<file path="src/rtl/load_data_ctrl.sv">
// Load data controller: decodes the load region, sequences DMEM and I/O reads,
// and aligns/extends the returned data to a 32-bit big-endian load result.
module load_data_ctrl (
  input  logic        clk,
  input  logic        rst,
  input  logic        ld_valid,
  input  logic        stall,
  input  logic [31:0] addr,
  input  logic [5:0]  opcode,
  input  logic [31:0] dmem_dout,
  input  logic [31:0] io_rdata,
  input  logic        io_rvalid,
  output logic        io_rd_req,
  output logic        load_stall,
  output logic [31:0] ld_data,
  output logic        ld_data_valid,
  output logic        ld_err
);

  // state     | meaning
  // S_IDLE    | no load in flight
  // S_DATA    | DMEM/unmapped result presented this cycle
  // S_IO_WAIT | I/O read outstanding, pipeline stalled, timeout running
  // S_IO_DONE | I/O result (or timeout error) presented this cycle

  localparam logic [5:0] OP_LB  = 6'h20;
  localparam logic [5:0] OP_LH  = 6'h21;
  localparam logic [5:0] OP_LW  = 6'h23;
  localparam logic [5:0] OP_LBU = 6'h24;
  localparam logic [5:0] OP_LHU = 6'h25;

  typedef enum logic [1:0] {S_IDLE, S_DATA, S_IO_WAIT, S_IO_DONE} state_t;
  typedef enum logic [1:0] {R_UNMAPPED, R_DMEM, R_IO} region_t;

  state_t      state_q, state_d;
  region_t     region_in, region_q;
  logic [5:0]  op_q;
  logic [1:0]  off_q;
  logic        err_q;
  logic [31:0] data_q;
  logic        dmem_held_q;
  logic [7:0]  cnt_q;

  logic        is_load;
  logic        accept;
  logic        out_valid;
  logic [31:0] raw_data;
  logic        unused_addr;

  assign unused_addr = ^{addr[30:29], addr[27:2]};

  function automatic logic [31:0] align_load(input logic [5:0]  op,
                                             input logic [1:0]  off,
                                             input logic [31:0] raw);
    logic [7:0]  b;
    logic [15:0] h;
    logic [31:0] res;
    case (off)
      2'b00:   b = raw[31:24];
      2'b01:   b = raw[23:16];
      2'b10:   b = raw[15:8];
      default: b = raw[7:0];
    endcase
    h = off[1] ? raw[15:0] : raw[31:16];
    case (op)
      OP_LB:   res = {{24{b[7]}}, b};
      OP_LBU:  res = {24'h000000, b};
      OP_LH:   res = {{16{h[15]}}, h};
      OP_LHU:  res = {16'h0000, h};
      default: res = raw;
    endcase
    return res;
  endfunction

  always_comb begin
    is_load = (opcode == OP_LB) || (opcode == OP_LH) || (opcode == OP_LW) ||
              (opcode == OP_LBU) || (opcode == OP_LHU);
    if (addr[31])      region_in = R_IO;
    else if (addr[28]) region_in = R_DMEM;
    else               region_in = R_UNMAPPED;
    accept = !rst && ld_valid && !stall && is_load && (state_q != S_IO_WAIT);
  end

  always_comb begin
    state_d = state_q;
    if (accept) begin
      state_d = (region_in == R_IO) ? S_IO_WAIT : S_DATA;
    end else begin
      case (state_q)
        S_DATA, S_IO_DONE: if (!stall) state_d = S_IDLE;
        S_IO_WAIT:         if (io_rvalid || cnt_q == 8'hFF) state_d = S_IO_DONE;
        default:           state_d = S_IDLE;
      endcase
    end
  end

  // DMEM data is live only in the first DATA cycle; a stall captures it so the
  // result stays stable however long the pipeline is frozen.
  always_comb begin
    out_valid     = !rst && (state_q == S_DATA || state_q == S_IO_DONE);
    raw_data      = (state_q == S_DATA && region_q == R_DMEM && !dmem_held_q) ?
                    dmem_dout : data_q;
    io_rd_req     = accept && (region_in == R_IO);
    load_stall    = !rst && (state_q == S_IO_WAIT);
    ld_data_valid = out_valid;
    ld_data       = out_valid ? align_load(op_q, off_q, raw_data) : 32'h0;
    ld_err        = out_valid && err_q;
  end

  always_ff @(posedge clk) begin
    if (rst) begin
      state_q     <= S_IDLE;
      region_q    <= R_UNMAPPED;
      op_q        <= 6'h0;
      off_q       <= 2'b00;
      err_q       <= 1'b0;
      data_q      <= 32'h0;
      dmem_held_q <= 1'b0;
      cnt_q       <= 8'h0;
    end else begin
      state_q <= state_d;
      if (accept) begin
        region_q    <= region_in;
        op_q        <= opcode;
        off_q       <= addr[1:0];
        err_q       <= (region_in == R_UNMAPPED);
        data_q      <= 32'h0;
        dmem_held_q <= 1'b0;
        cnt_q       <= 8'h0;
      end else begin
        case (state_q)
          S_IO_WAIT: begin
            if (io_rvalid) begin
              data_q <= io_rdata;
              err_q  <= 1'b0;
            end else if (cnt_q == 8'hFF) begin
              data_q <= 32'h0;
              err_q  <= 1'b1;
            end else begin
              cnt_q <= cnt_q + 8'd1;
            end
          end
          S_DATA: begin
            if (stall && region_q == R_DMEM && !dmem_held_q) begin
              data_q      <= dmem_dout;
              dmem_held_q <= 1'b1;
            end
          end
          default: ;
        endcase
      end
    end
  end

endmodule

</file>
<file path="config.mk">
export PLATFORM = sky130hd
export DESIGN_NAME = load_data_ctrl
export DESIGN_NICKNAME = d
export VERILOG_FILES = /design/src/rtl/load_data_ctrl.sv
export SDC_FILE = /design/constraint.sdc
export NUM_CORES = 1
export LEC_CHECK = 0
export ABC_AREA = 1
export CELL_PAD_IN_SITES_DETAIL_PLACEMENT = 1
export CELL_PAD_IN_SITES_GLOBAL_PLACEMENT = 1
export CORE_UTILIZATION = 32
export CTS_CLUSTER_DIAMETER = 150
export DETAILED_ROUTE_END_ITERATION = 12
export PLACE_DENSITY = 0.86
export SLEW_MARGIN = 20
export SYNTH_ARGS = -nofsm -noshare
export SYNTH_HDL_FRONTEND = slang
export SYNTH_SLANG_ARGS = --single-unit
</file>
<file path="constraint.sdc">
create_clock -name clk -period 3.6 [get_ports clk]
set_input_delay 0.36 -clock clk [delete_from_list [all_inputs] [get_ports clk]]
set_output_delay 0.36 -clock clk [all_outputs]
set_load 0.1 [all_outputs]
</file>
* Yosys cells after proc, flatten, opt, wreduce, memory -nomap -nowiden
Index checks and enable logic that the tools add are counted.
Storage, ports and cells: register bits after elaboration 54, bits of input ports 107
Operators by class: add/sub/neg operators 1, equal/unequal tests 22, mux-type cells 20, bitwise logic cells 2, reductions and logical operators 33
Operator list (number):
- $mux W32 | 5
- $pmux W32 S4 | 1
- $pmux W32 S2 | 1
- $eq A6 B6 Y1 const B | 9
- $pmux W8 S3 | 1
- $mux W16 | 1
- $logic_and A1 B1 Y1 | 12
- $mux W2 | 5
- $ne A3 B3 Y1 const B | 3
- $add A8 B1 Y8 const B | 1
- $eq A2 B2 Y1 const B | 4
- $eq A8 B8 Y1 const B | 1
- $eq A2 B1 Y1 const B | 3
- $logic_or A1 B1 Y1 | 6
- $reduce_and A2 Y1 | 3
- $reduce_and A3 Y1 | 2
- $mux W1 | 5
- $logic_not A2 Y1 | 2
- $pmux W2 S2 | 1
- $reduce_bool A2 Y1 | 2
- $reduce_or A2 Y1 | 2
- $logic_not A1 Y1 | 3
- $reduce_bool A3 Y1 | 1
- $ne A2 B1 Y1 const B | 1
- 2 further kinds | 3

* Longest topological paths before layout
Gate-level depths: netlist of the first run.
depth in word-level cells 9, gate-level depth with buffers 11

* Worst setup path before layout of the first run
Ideal clock, no wire load.
kind register to output, start point register state_q[0], end point output port ld_data[15], arrival 3.269 ns, required time 3.240 ns, slack -0.029 ns, stages on the path, launching flop included 6, buffers on the path 1, cell sequence dfxtp_1 > inv_2 > nor2_1 > clkbuf_1 > nand2_1 > a21oi_1
Between the ends: elaborated cells between the ends (all ways) 11
RTL lines:
- start: declaration | line 35 | state_t state_q, state_d;
- start signal: assignment | line 121 | state_q <= state_d;
- $eq A2 B1 Y1 / $eq A2 B2 Y1 (equally long branches) | line 100 | out_valid = !rst && (state_q == S_DATA || state_q == S_IO_DONE);
- $logic_or A1 B1 Y1 (*) | line 100
- $logic_and A1 B1 Y1 (*) | line 100
- net ld_data_valid | line 16 | output logic ld_data_valid,
- $mux W32 (*) | line 106 | ld_data = out_valid ? align_load(op_q, off_q, raw_data) : 32'h0;
- end: declaration | line 15 | output logic [31:0] ld_data,
The timed path passes the listed nets; every way through them passes the cells marked *.

* Worst setup path in the final report of the first run
start point register state_q[0], end point output port ld_data[31]
Between the ends: word-level cells in the longest chain between the ends 7, elaborated cells between the ends (all ways) 11
RTL lines:
- $eq A2 B1 Y1 | line 100, 101
- $logic_and A1 B1 Y1 (2 in a row) | line 101 | raw_data = (state_q == S_DATA && region_q == R_DMEM && !dmem_held_q) ?
- $mux W32 | line 101
- $pmux W8 S3 / $mux W16 (equally long branches) | line 58, 64
- $pmux W32 S4 | line 65 | case (op)
- $mux W32 (*) | line 106
Mark *: on every way between the ends. The rest lies on a longest branch, timed or not.

==> results of run 1 <==
-- final cells by class --
cell class	count	area (um2)	area share, %
Clock buffer	6	139	2.37
Inverter	50	188	3.20
Multi-Input combinational cell	570	2630	44.8
Clock inverter	2	16.3	0.277
Sequential cell	54	1080	18.4
Timing Repair Buffer	133	1610	27.4
Tap cell	168	210	3.58
-- per-stage QoR --
| stage | std cells | power (W) | utilization [%] | setup WS (ns) |
|---|---|---|---|---|
| after floorplan | 725 | 0.000687 | - | 0.393 |
| after global placement | 975 | 0.000801 | 46.8 | 0.612 |
| after detailed placement | 975 | 0.000806 | 46.8 | 0.452 |
| after CTS | 983 | 0.00132 | 48.0 | 0.129 |
| after global routing | 983 | 0.00135 | 48.1 | 0.125 |
| final | 983 | 0.00131 | 48.1 | 0.361 |
-- worst max-delay path: cells and delay by family (launching register included) --
family          cells  cell delay (ns)
compound gates      1             0.45
buf+inv             3             0.61
flops               1             0.40
simple gates        7             1.10
-- worst paths after layout --
path | startpoint | end | depth (start not counted)
max | state_q[0]$_SDFFE_PP0P_ | ld_data[31] | 11
min | data_q[15]$_SDFFE_PP0P_ | data_q[15]$_SDFFE_PP0P_ | 2
max reg2reg | cnt_q[3]$_SDFFE_PP0P_ | data_q[14]$_SDFFE_PP0P_ | 8
min reg2reg | data_q[15]$_SDFFE_PP0P_ | data_q[15]$_SDFFE_PP0P_ | 2
-- Yosys cell counts --
master      n
nand2_1   233
o211ai_1    1
nor2_2      3
nor2_1     54
inv_2       1
nor3_1      4
ha_1        1
dfxtp_1    54
xnor2_1     2
buf_2      18
nand3_1   109
nor3b_2     1
inv_1      47
a31oi_1     3
nor4_1      2
xor2_1      2
nand2_2     1
o21ai_0    40
clkbuf_1   26
a21oi_1    79
buf_4       4
clkinv_1    2
buf_1       3
nand3_2     1
nand4_1    34
-- power breakdown --
group	internal, W	leakage (nW)	switching, W
registers	0.000602	0.435	0.00000361
logic	0.000102	1.97	0.0000863
clock network	0.000280	0.0735	0.000237
-- routing by layer --
layer	up-vias	global-route usage [%]	wire length, um
met5	-	0	0
li1	2579	-	-
met1	2618	32.2	7160
met2	186	46.7	8360
met4	0	10.4	422
met3	32	3.37	918
-- timing repair --
item                       in CTS  in global routing
resized for setup               0                  1
setup endpoints to repair       0                 12
setup buffers                   0                  0
-- state kept, by name, summed over array words and instances (netlist names) --
name and count:
cnt_q 8, off_q 2, data_q 32, err_q 1, op_q 6, dmem_held_q 1, region_q 2, state_q 2
-- cells by family after synthesis --
logic type	after synthesis	share of synthesized area, %
DFF	54	26.5
AOI/OAI and AO/OA	123	15.2
buffers and inverters	101	10.2
and+or+nand+nor	442	46.9
adders and majority gates	1	0.306
xor gates and xnor gates	4	0.858
==> flow_summary.toml, run 1 <==
[status]
outcome = "complete, no violations"

[grt]
grt_pass1_wl_um = 27300
grt_usage_pct = 26.3
grt_remaining_overflow = 0
grt_start_max_net_pins = 38
first_global_vias = 5367
antenna_found_initial = 0

[worst_setup_path]
cp_slowest_cell = "a21oi_1"
required_ns = 3.24
r2r_slack_ns = 1.05
crit_path_max_fanout = 18
critPathMaxStageDelay_ns = 0.45
path_class = "reg2out"
worstPathArrival_ns = 2.88
end_kind = "output port"
worst_setup_path_start_kind = "register"
timing.critical_path.mode_cell = "nand2_1"
path_cells = "inv_2 > nor2_2 > nand3_2 > nand2_1 > nand2_1 > nand2_1 > nand3_1 > nand2_1 > inv_1 > a21oi_1 > buf_12"

[pwr]
p_per_area_mw_per_mm2 = 223
peakVddDrop_mv = 0.192
p_leak_nw = 2.48

[cells_and_area]
fillCellCount = 1650
nets = 922
antenna_cells = 0
syn_to_final_growth_pct = 43.8
final_common_cell = "nand2_1"
design_area_mm2 = 0.00587
most-common-layout-cells = "nand2_1 (233), nand3_1 (107), clkdlybuf4s50_1 (78)"
drive_gt1_share_pct = 10.1

[clocking]
cts_num_sinks = 54
cts-hold-fix-buffers = 0
clockBufferDepth = 2
numCtsBuffers = 5
cts_tree = "built"
cts.htree.levels = 2
path_clk_slew_ns = 0.07
clock_latency_ns = 0.30
root_buffer = "clkbuf_16"

[detailed_routing]
drc_errors = 0
routed_wl_um = 16900
drtAntennaViolNets = 0
drt_iter0_drc = 319
dr.pass1.iters = 5
routed_via_density = 5.51
routed-via-count = 5415
wire_per_inst_um = 17.1

[synth]
synth_top_area_share_pct = 26.5
ys_top_cells_by_area = "dfxtp_1 (26%), nand2_1 (21%), nand3_1 (13%), a21oi_1 (9.7%), nand4_1 (5.2%)"
yosysSeqAreaShare_pct = 26.5
synth_cells = 725
syn_nets = 833
synth.distinct_cells = 25
mappedNetlistArea_mm2 = 0.00408
avgSynthCellArea_um2 = 5.63
ys_warn_count = 0
synth_top_area_cell = "dfxtp_1"
ys_ff_latch = 54

[timing]
max_slew_margin_pct = 47.0
final-hold-violation-count = 0
fin_tns_setup_ns = 0
grt_setup_unrepaired = "no"
finalCritPeriodShare_pct = 90.0
worst_clock_skew_ns = 0.00963
clock.fmax_ghz = 0.309
setup_viol = 0
hold_ws_ns = 0.456
tightest_slew_ns = 0.794
slew_viol_final = 0
period_minus_slack_ns = 3.24

[floorplan]
dieArea_mm2 = 0.0132
initial_utilization_pct = 33.4
ios = 143
rows = 40
coreArea_mm2 = 0.0122
dieWidth_um = 115
fp.dieH_um = 115

[flow_run]
cap_violations = 0

[placed_design]
gp_congestion = 0.943
place_area_mm2 = 0.00571
io_buffers = 114
hpwl_um = 12900

[hold_path]
hold_path_class = "reg2reg"
(Power assumes the default switching activity.)
==> run 2, diff against run 1 <==
- CTS_CLUSTER_DIAMETER: 150 -> 60
==> results of run 2 <==
Same layout as run 1: the final DEF is identical, and so are final timing and power.
